<file path="src/rtl/dsp_mac_sequencer.sv">
// Sequencer that drives a DSP48A1 slice (MREG=1, PREG=1) through one unsigned
// dot-product job per start and returns the 48-bit result with a sticky carry flag.
module dsp_mac_sequencer #(
  parameter int LEN_W = 8
) (
  input  logic             clk,
  input  logic             RST,
  input  logic             start,
  input  logic [LEN_W-1:0] len,
  input  logic             in_valid,
  output logic             in_ready,
  input  logic [17:0]      in_a,
  input  logic [17:0]      in_b,
  output logic [17:0]      dsp_A,
  output logic [17:0]      dsp_B,
  output logic [7:0]       dsp_OPMODE,
  output logic             dsp_CEM,
  output logic             dsp_CEP,
  output logic             dsp_RSTP,
  input  logic [47:0]      dsp_P,
  input  logic             dsp_CARRYOUT,
  output logic             res_valid,
  output logic [47:0]      res_data,
  output logic             res_ovf,
  output logic             busy
);

  typedef enum logic [2:0] {IDLE, CLEAR, RUN, DRAIN, DONE} state_t;

  state_t           state_q, state_d;
  logic [LEN_W-1:0] len_q;
  logic [LEN_W-1:0] beat_cnt;
  logic             cep_q;
  logic             carry_pend;
  logic             ovf_q;
  logic [7:0]       opmode_q;
  logic [47:0]      res_data_q;
  logic             res_ovf_q;
  logic             accept;
  logic             last_beat;
  logic             drain_done;

  assign accept     = in_valid && (state_q == RUN);
  assign last_beat  = accept && (beat_cnt == (len_q - LEN_W'(1)));
  // Last product is in P and its carry has been sampled once the CEP pipe is empty.
  assign drain_done = carry_pend && !cep_q;

  always_ff @(posedge clk) begin
    if (RST) state_q <= IDLE;
    else     state_q <= state_d;
  end

  always_comb begin
    state_d = state_q;
    case (state_q)
      IDLE:    if (start) state_d = (len == '0) ? DONE : CLEAR;
      CLEAR:   state_d = RUN;
      RUN:     if (last_beat) state_d = DRAIN;
      DRAIN:   if (drain_done) state_d = DONE;
      DONE:    state_d = IDLE;
      default: state_d = IDLE;
    endcase
  end

  always_ff @(posedge clk) begin
    if (RST) begin
      len_q      <= '0;
      beat_cnt   <= '0;
      cep_q      <= 1'b0;
      carry_pend <= 1'b0;
      ovf_q      <= 1'b0;
      opmode_q   <= '0;
      res_data_q <= '0;
      res_ovf_q  <= 1'b0;
    end else begin
      cep_q      <= accept;
      carry_pend <= cep_q;
      if (carry_pend && dsp_CARRYOUT) ovf_q <= 1'b1;
      if (state_q == IDLE && start) begin
        len_q <= len;
        ovf_q <= 1'b0;
      end
      if (state_q == CLEAR)  beat_cnt <= '0;
      else if (accept)       beat_cnt <= beat_cnt + LEN_W'(1);
      // P=M on the first beat, P=P+M afterwards; held through input gaps.
      if (accept) opmode_q <= (beat_cnt == '0) ? 8'h01 : 8'h09;
      if (state_q == IDLE && start && len == '0) begin
        res_data_q <= '0;
        res_ovf_q  <= 1'b0;
      end else if (state_q == DRAIN && drain_done) begin
        res_data_q <= dsp_P;
        res_ovf_q  <= ovf_q | dsp_CARRYOUT;
      end
    end
  end

  assign in_ready   = (state_q == RUN);
  assign dsp_A      = in_a;
  assign dsp_B      = in_b;
  assign dsp_CEM    = accept;
  assign dsp_CEP    = cep_q;
  assign dsp_OPMODE = opmode_q;
  assign dsp_RSTP   = (state_q == IDLE) || (state_q == CLEAR);
  assign res_valid  = (state_q == DONE);
  assign res_data   = res_data_q;
  assign res_ovf    = res_ovf_q;
  assign busy       = (state_q != IDLE);

endmodule

</file>
<file path="config.mk">
export PLATFORM = sky130hd
export DESIGN_NAME = dsp_mac_sequencer
export DESIGN_NICKNAME = d
export VERILOG_FILES = /design/src/rtl/dsp_mac_sequencer.sv
export SDC_FILE = /design/constraint.sdc
export NUM_CORES = 1
export LEC_CHECK = 0
export CORE_MARGIN = 5
export CORE_UTILIZATION = 30
export DETAILED_ROUTE_END_ITERATION = 16
export PLACE_DENSITY_LB_ADDON = 0.05
export SYNTH_ARGS = -nofsm -noshare
export SYNTH_HDL_FRONTEND = slang
export SYNTH_SLANG_ARGS = --single-unit
</file>
<file path="constraint.sdc">
create_clock -name clk -period 2 [get_ports clk]
set_clock_uncertainty 0.2 [all_clocks]
set_input_delay 0.6 -clock clk [delete_from_list [all_inputs] [get_ports clk]]
set_output_delay 0.6 -clock clk [all_outputs]
set_load 0.005 [all_outputs]
</file>
== After elaboration in Yosys (flattened, before gate mapping) ==
Index checks and enable logic that the tools add are counted.
Widths: inputs -> output; s select.

* $add $sub $neg: 2
* Bitwise operators: 1
* Mux-type cells: 6
* Reductions and logical operators: 17
* Equal/unequal tests: 8

{| class="wikitable"
|+ Operators with widths
! kind !! number
|-
| $logic_not 8->1 || 2
|-
| $mux 3 || 4
|-
| $pmux 3 s4 || 1
|-
| $add 8x1->8 const B || 1
|-
| $eq 8x8->1 || 1
|-
| $sub 8x1->8 const B || 1
|-
| $logic_and 1x1->1 || 7
|-
| $eq 3x2->1 const B || 2
|-
| $reduce_or 2->1 || 3
|-
| $mux 4 || 1
|-
| $ne 2x2->1 const B || 2
|-
| $eq 3x1->1 const B || 1
|-
| $eq 3x3->1 const B || 1
|-
| $logic_not 3->1 || 1
|-
| $reduce_and 3->1 || 1
|-
| $reduce_bool 3->1 || 1
|-
| $ne 2x1->1 const B || 1
|-
| $logic_not 1->1 || 1
|-
| $logic_or 1x1->1 || 1
|-
| $or 1x1->1 || 1
|}

* Word-level logic and storage cells: 43
* Register bits after elaboration: 79
* Input port bits: 97
* Output and inout port bits: 99

== Longest topological paths before layout ==
Gate-level depths: netlist of run 1.

* Depth in word-level cells: 5
* Gate-level depth with buffers: 8
* Depth with buffers taken out: 7

== Worst setup path after synthesis of run 1 ==
OpenSTA, ideal clock, no wires.

* Path type: register to register
* Start: reg len_q[0]
* End: reg state_q[0]
* Period minus slack after synthesis: 2.095 ns
* Stages on the path, launching flop included: 8
* Setup slack: -0.095 ns
* Buffers on the path: 0
* Setup time: 0.103 ns
* Arrival: 1.791 ns
* Required time: 1.697 ns
* Cell sequence: dfxtp_1 -> inv_1 -> ha_1 -> or2b_1 -> a21oi_1 -> a311o_1 -> a211o_1 -> a2111oi_2

* Longest elaborated chain between the ends: 5

{| class="wikitable"
|+ RTL lines
! item !! line !! text
|-
| from (decl) || 31 || <nowiki>logic [LEN_W-1:0] len_q;</nowiki>
|-
| from (signal assigned) || 80 || <nowiki>len_q <= len;</nowiki>
|-
| $sub 8x1->8 || 44 || <nowiki>assign last_beat = accept && (beat_cnt == (len_q - LEN_W'(1)));</nowiki>
|-
| $eq 8x8->1 || 44 ||
|-
| $logic_and 1x1->1 || 44 ||
|-
| $ne 2x1->1 (no source line) || -- ||
|-
| $reduce_and 3->1 (no source line) || -- ||
|-
| to (signal assigned) || 50 || <nowiki>else state_q <= state_d;</nowiki>
|-
| to (decl) || 30 || <nowiki>state_t state_q, state_d;</nowiki>
|}

No other way between the ends.
A chain may end at the register's enable or synchronous reset.

== Final worst setup path of run 1 ==
* Start: reg state_q[2]
* End: out dsp_CEM

* Longest elaborated chain between the ends: 2

{| class="wikitable"
|+ RTL lines
! item !! line !! text
|-
| $eq 3x2->1 || 43 || <nowiki>assign accept = in_valid && (state_q == RUN);</nowiki>
|-
| $logic_and 1x1->1 || 43 ||
|-
| to (decl) || 17 || <nowiki>output logic dsp_CEM,</nowiki>
|}

No other way between the ends.

==> impl_metrics.csv, run 1 <==
group,metric,value,unit
critical_path,worstPathRequired,1.20,ns
detailed_routing,post-route-drc-count,0,
cts,clk_pin_slew_worst_setup_hold_paths,0.08,ns
synth,ys_async_sr_fraction,0,%
sta,final.setup.worst_slack,-0.0478,ns
critical_path,worstSetupPathType,"reg -> out",
detailed_routing,total_wire_length,9310,um
placement,placed_area,4580,um^2
cts,cts_root_buffer,"sky130_fd_sc_hd__clkbuf_8",
critical_path,r2r-end,"state_q[0]",
worst_hold_path,hp-class,"reg -> reg",
critical_path,timing.critical_path.fanout_max,4,
detailed_routing,routedWlPerCell,13.8,um
critical_path,worst_setup_path_start_kind,"flip-flop",
worst_hold_path,holdPathStages,2,
die,num_rows,38,
detailed_routing,post_drt_via_cell_ratio,4.35,
synth,ys_dominant_reg_cell,"sky130_fd_sc_hd__dfxtp_1",
synth,netlist-cell-type-count,46,
synth,netlist_top_cells_area,"sky130_fd_sc_hd__dfxtp_1 (45%), sky130_fd_sc_hd__nand2_1 (13%), sky130_fd_sc_hd__buf_4 (10%)",
critical_path,reg2reg_setup_slack,-0.01,ns
synth,synthesis.area,3270,um^2
grt,pin_count_of_the_biggest_net_entering_global_routing,36,
synth,synth_top_area_share,44.7,%
sta,final-hold-violation-count,0,
status,violations,"negative setup slack",
grt,grt.overflow.total,0,
cts,tritoncts,"done",
detailed_routing,drt_pre_antenna_iters,4,
layout,finalNetCount,630,
synth,yosysSeqAreaShare,44.7,%
sta,period_share,102,%
critical_path,reg2reg_from,"state_q[2]",
die,core_region_area,10700,um^2
synth,synth_cells,410,
synth,synth_seq_cells,73,
run,cap_violations,0,
worst_hold_path,hold_path.startpoint,"dsp_CEP",
sta,final.setup.tns,-0.0593,ns
grt,number_of_global_route_vias_before_repair,2935,
critical_path,worst-r2r-cell-count,6,
placement,dpl_worst_slack,-0.611,ns
worst_hold_path,whs_endpoint,"carry_pend",
sta,final_count_of_pins_violating_max_slew,0,
detailed_routing,vias,2933,
grt,global_route_wire_length_before_repair,15100,um
sta,setup_repair_after_global_routing_missed_its_margin,"true",
synth,yosys.area.top_type,"sky130_fd_sc_hd__dfxtp_1",
die,dieArea,13100,um^2
synth,synthesis.area_per_instance,7.97,um^2
placement,io_buffers,117,
die,pin_count,196,
sta,maximum_achievable_frequency,488,MHz
die,die_w,114,um
sta,fin_crit,2.05,ns
critical_path,setup.worst_path.start,"state_q[2]",
detailed_routing,detailedRoute.firstIterationViolations,155,
critical_path,setup.worst_path.end_class,"primary output",
placement,dpl.hpwl,6760,um
synth,synth_enable_flop_cells,0,
cts,clock_latency,0.34,ns
synth,yosysWarnings,0,
cts,cts.htree.levels,3,
power,pwr_density_cell,717,nW/um^2
critical_path,critical_path_arrival,1.25,ns
cts,clock_sink_count,73,
layout,layout-drive-gt1-share,19.3,%
status,run_status,"complete, but fails checks",
die,floorplan.initialDensity,30.4,%
die,die_y,114,um
grt,antenna_found_initial,0,
layout,finalInstanceArea,5020,um^2
layout,antenna_cells,0,
cts,cts-root-to-sink-buffers,2,
detailed_routing,final_antenna_net_count,0,
power,cellLeakagePower,0.00236,uW
cts,hold_buffers,0,
layout,area_growth_syn_to_layout,53.7,%
grt,grt_usage,14.4,%
placement,gpl.final_weighted_congestion,0.781,
cts,cts_inserted_buffers,9,
sta,setup-violations-final,2,
power,power.ir.vdd_worst,0.307,mV
==> cell type report <==
cell class	instances	area (um^2)
well taps	140	175
inverters	9	33.8
flip-flops and latches	73	1490
multi-input cells	269	1420
clock inverters	5	104
repair buffers	168	1660
fillers	1111	5720
clock buffers	10	138
==> layout by cell type, fill, tap and decap left out, drive strengths merged, types with 2 or more instances in the layout <==
master,n
nand2,117
dfxtp,73
a21oi,61
clkdlybuf4s50,53
buf,53
dlygate4sd2,42
nor2,19
dlymetal6s2s,17
xor2,11
clkbuf,10
inv,9
nor3,7
xnor2,6
conb,6
nand4,5
bufinv,3
nor4,3
nor4b,3
ha,3
and2,2
nand3,2
bufbuf,2
o21bai,2
clkinv,2
==> metrics by stage <==
step | total power (uW) | util [%] | instances | hold WS, ns
5_1_grt | 3790 | 46.7 | 674 | 0.271
3_3_place_gp | 2180 | 42.7 | 649 | 0.237
2_1_floorplan | 1880 | - | 415 | 0.234
3_5_place_dp | 2180 | 42.7 | 649 | 0.240
6_report | 3600 | 46.7 | 674 | 0.236
4_1_cts | 3640 | 45.9 | 673 | 0.240
==> synth_stat cells, types with 2 or more instances <==
cell type / number
sky130_fd_sc_hd__nand3_1: 2
sky130_fd_sc_hd__nand2_1: 116
sky130_fd_sc_hd__buf_4: 44
sky130_fd_sc_hd__xor2_1: 11
sky130_fd_sc_hd__nor3_1: 7
sky130_fd_sc_hd__nor4_1: 3
sky130_fd_sc_hd__dfxtp_1: 73
sky130_fd_sc_hd__inv_1: 9
sky130_fd_sc_hd__a21oi_1: 61
sky130_fd_sc_hd__clkbuf_1: 8
sky130_fd_sc_hd__buf_2: 10
sky130_fd_sc_hd__nor2_1: 19
sky130_fd_sc_hd__and2_1: 2
sky130_fd_sc_hd__nand4_1: 5
sky130_fd_sc_hd__nor4b_1: 2
sky130_fd_sc_hd__ha_1: 3
sky130_fd_sc_hd__xnor2_1: 6
==> power breakdown <==
part	total (uW)	internal, uW	leakage (uW)	switching [uW]
clock	1410	856	0.000122	554
sequential	1540	1490	0.000598	48.4
combinational	646	387	0.00164	260
total	3600	2740	0.00236	862
==> per-layer routing <==
metal | GRT usage, % | part of all wire, % | vias up
met1 | 18.0 | 43 | 1301
met3 | 4.49 | 7.1 | 19
met4 | 4.91 | 1.6 | 0
met2 | 23.6 | 48 | 83
met5 | 0 | 0 | -
li1 | - | - | 1530
==> worst max-delay path: stages, from the launching register on <==
cell and delay, ns:
sky130_fd_sc_hd__dfxtp_4 0.37, sky130_fd_sc_hd__buf_12 0.12, sky130_fd_sc_hd__and4bb_2 0.30, sky130_fd_sc_hd__buf_2 0.12
==> how the worst max path moves through the flow <==
stage,end,slack (ns),cells past startpoint
6_report,dsp_CEM,-0.05,3
5_1_grt,state_q[0],-0.13,6
4_1_cts,dsp_CEM,-0.08,3
3_5_place_dp,dsp_CEM,-0.61,3
3_3_place_gp,dsp_CEM,-0.62,3
2_1_floorplan,state_q[0],0.01,7
==> state kept, by name, summed over array words and instances, names as in the netlist <==
register / count
state_q: 3
carry_pend: 1
ovf_q: 1
dsp_CEP: 1
res_ovf: 1
res_data: 48
beat_cnt: 8
dsp_OPMODE: 2
len_q: 8
==> cells by family after synthesis <==
kind of cell	share of synthesized area, %
other	0.115
buffers and inverters	14.1
and+or+nand+nor	22.4
AOI/OAI and AO/OA	13.0
xor gates and xnor gates	4.56
adders and majority gates	1.15
DFF	44.7
==> repair_timing <==
action	in CTS	in global routing
setup endpoints to repair	95	71
pin swaps	4	3
gates cloned	2	0
resized for setup	80	29
setup buffers	7	1
No activity file was read; power rests on OpenSTA's default activity.
==> run 2, diff against run 1 <==
ABC_AREA = 0   (was not set)
==> results of run 2 <==
The final DEF is identical to that of run 1; final timing and power are the same.
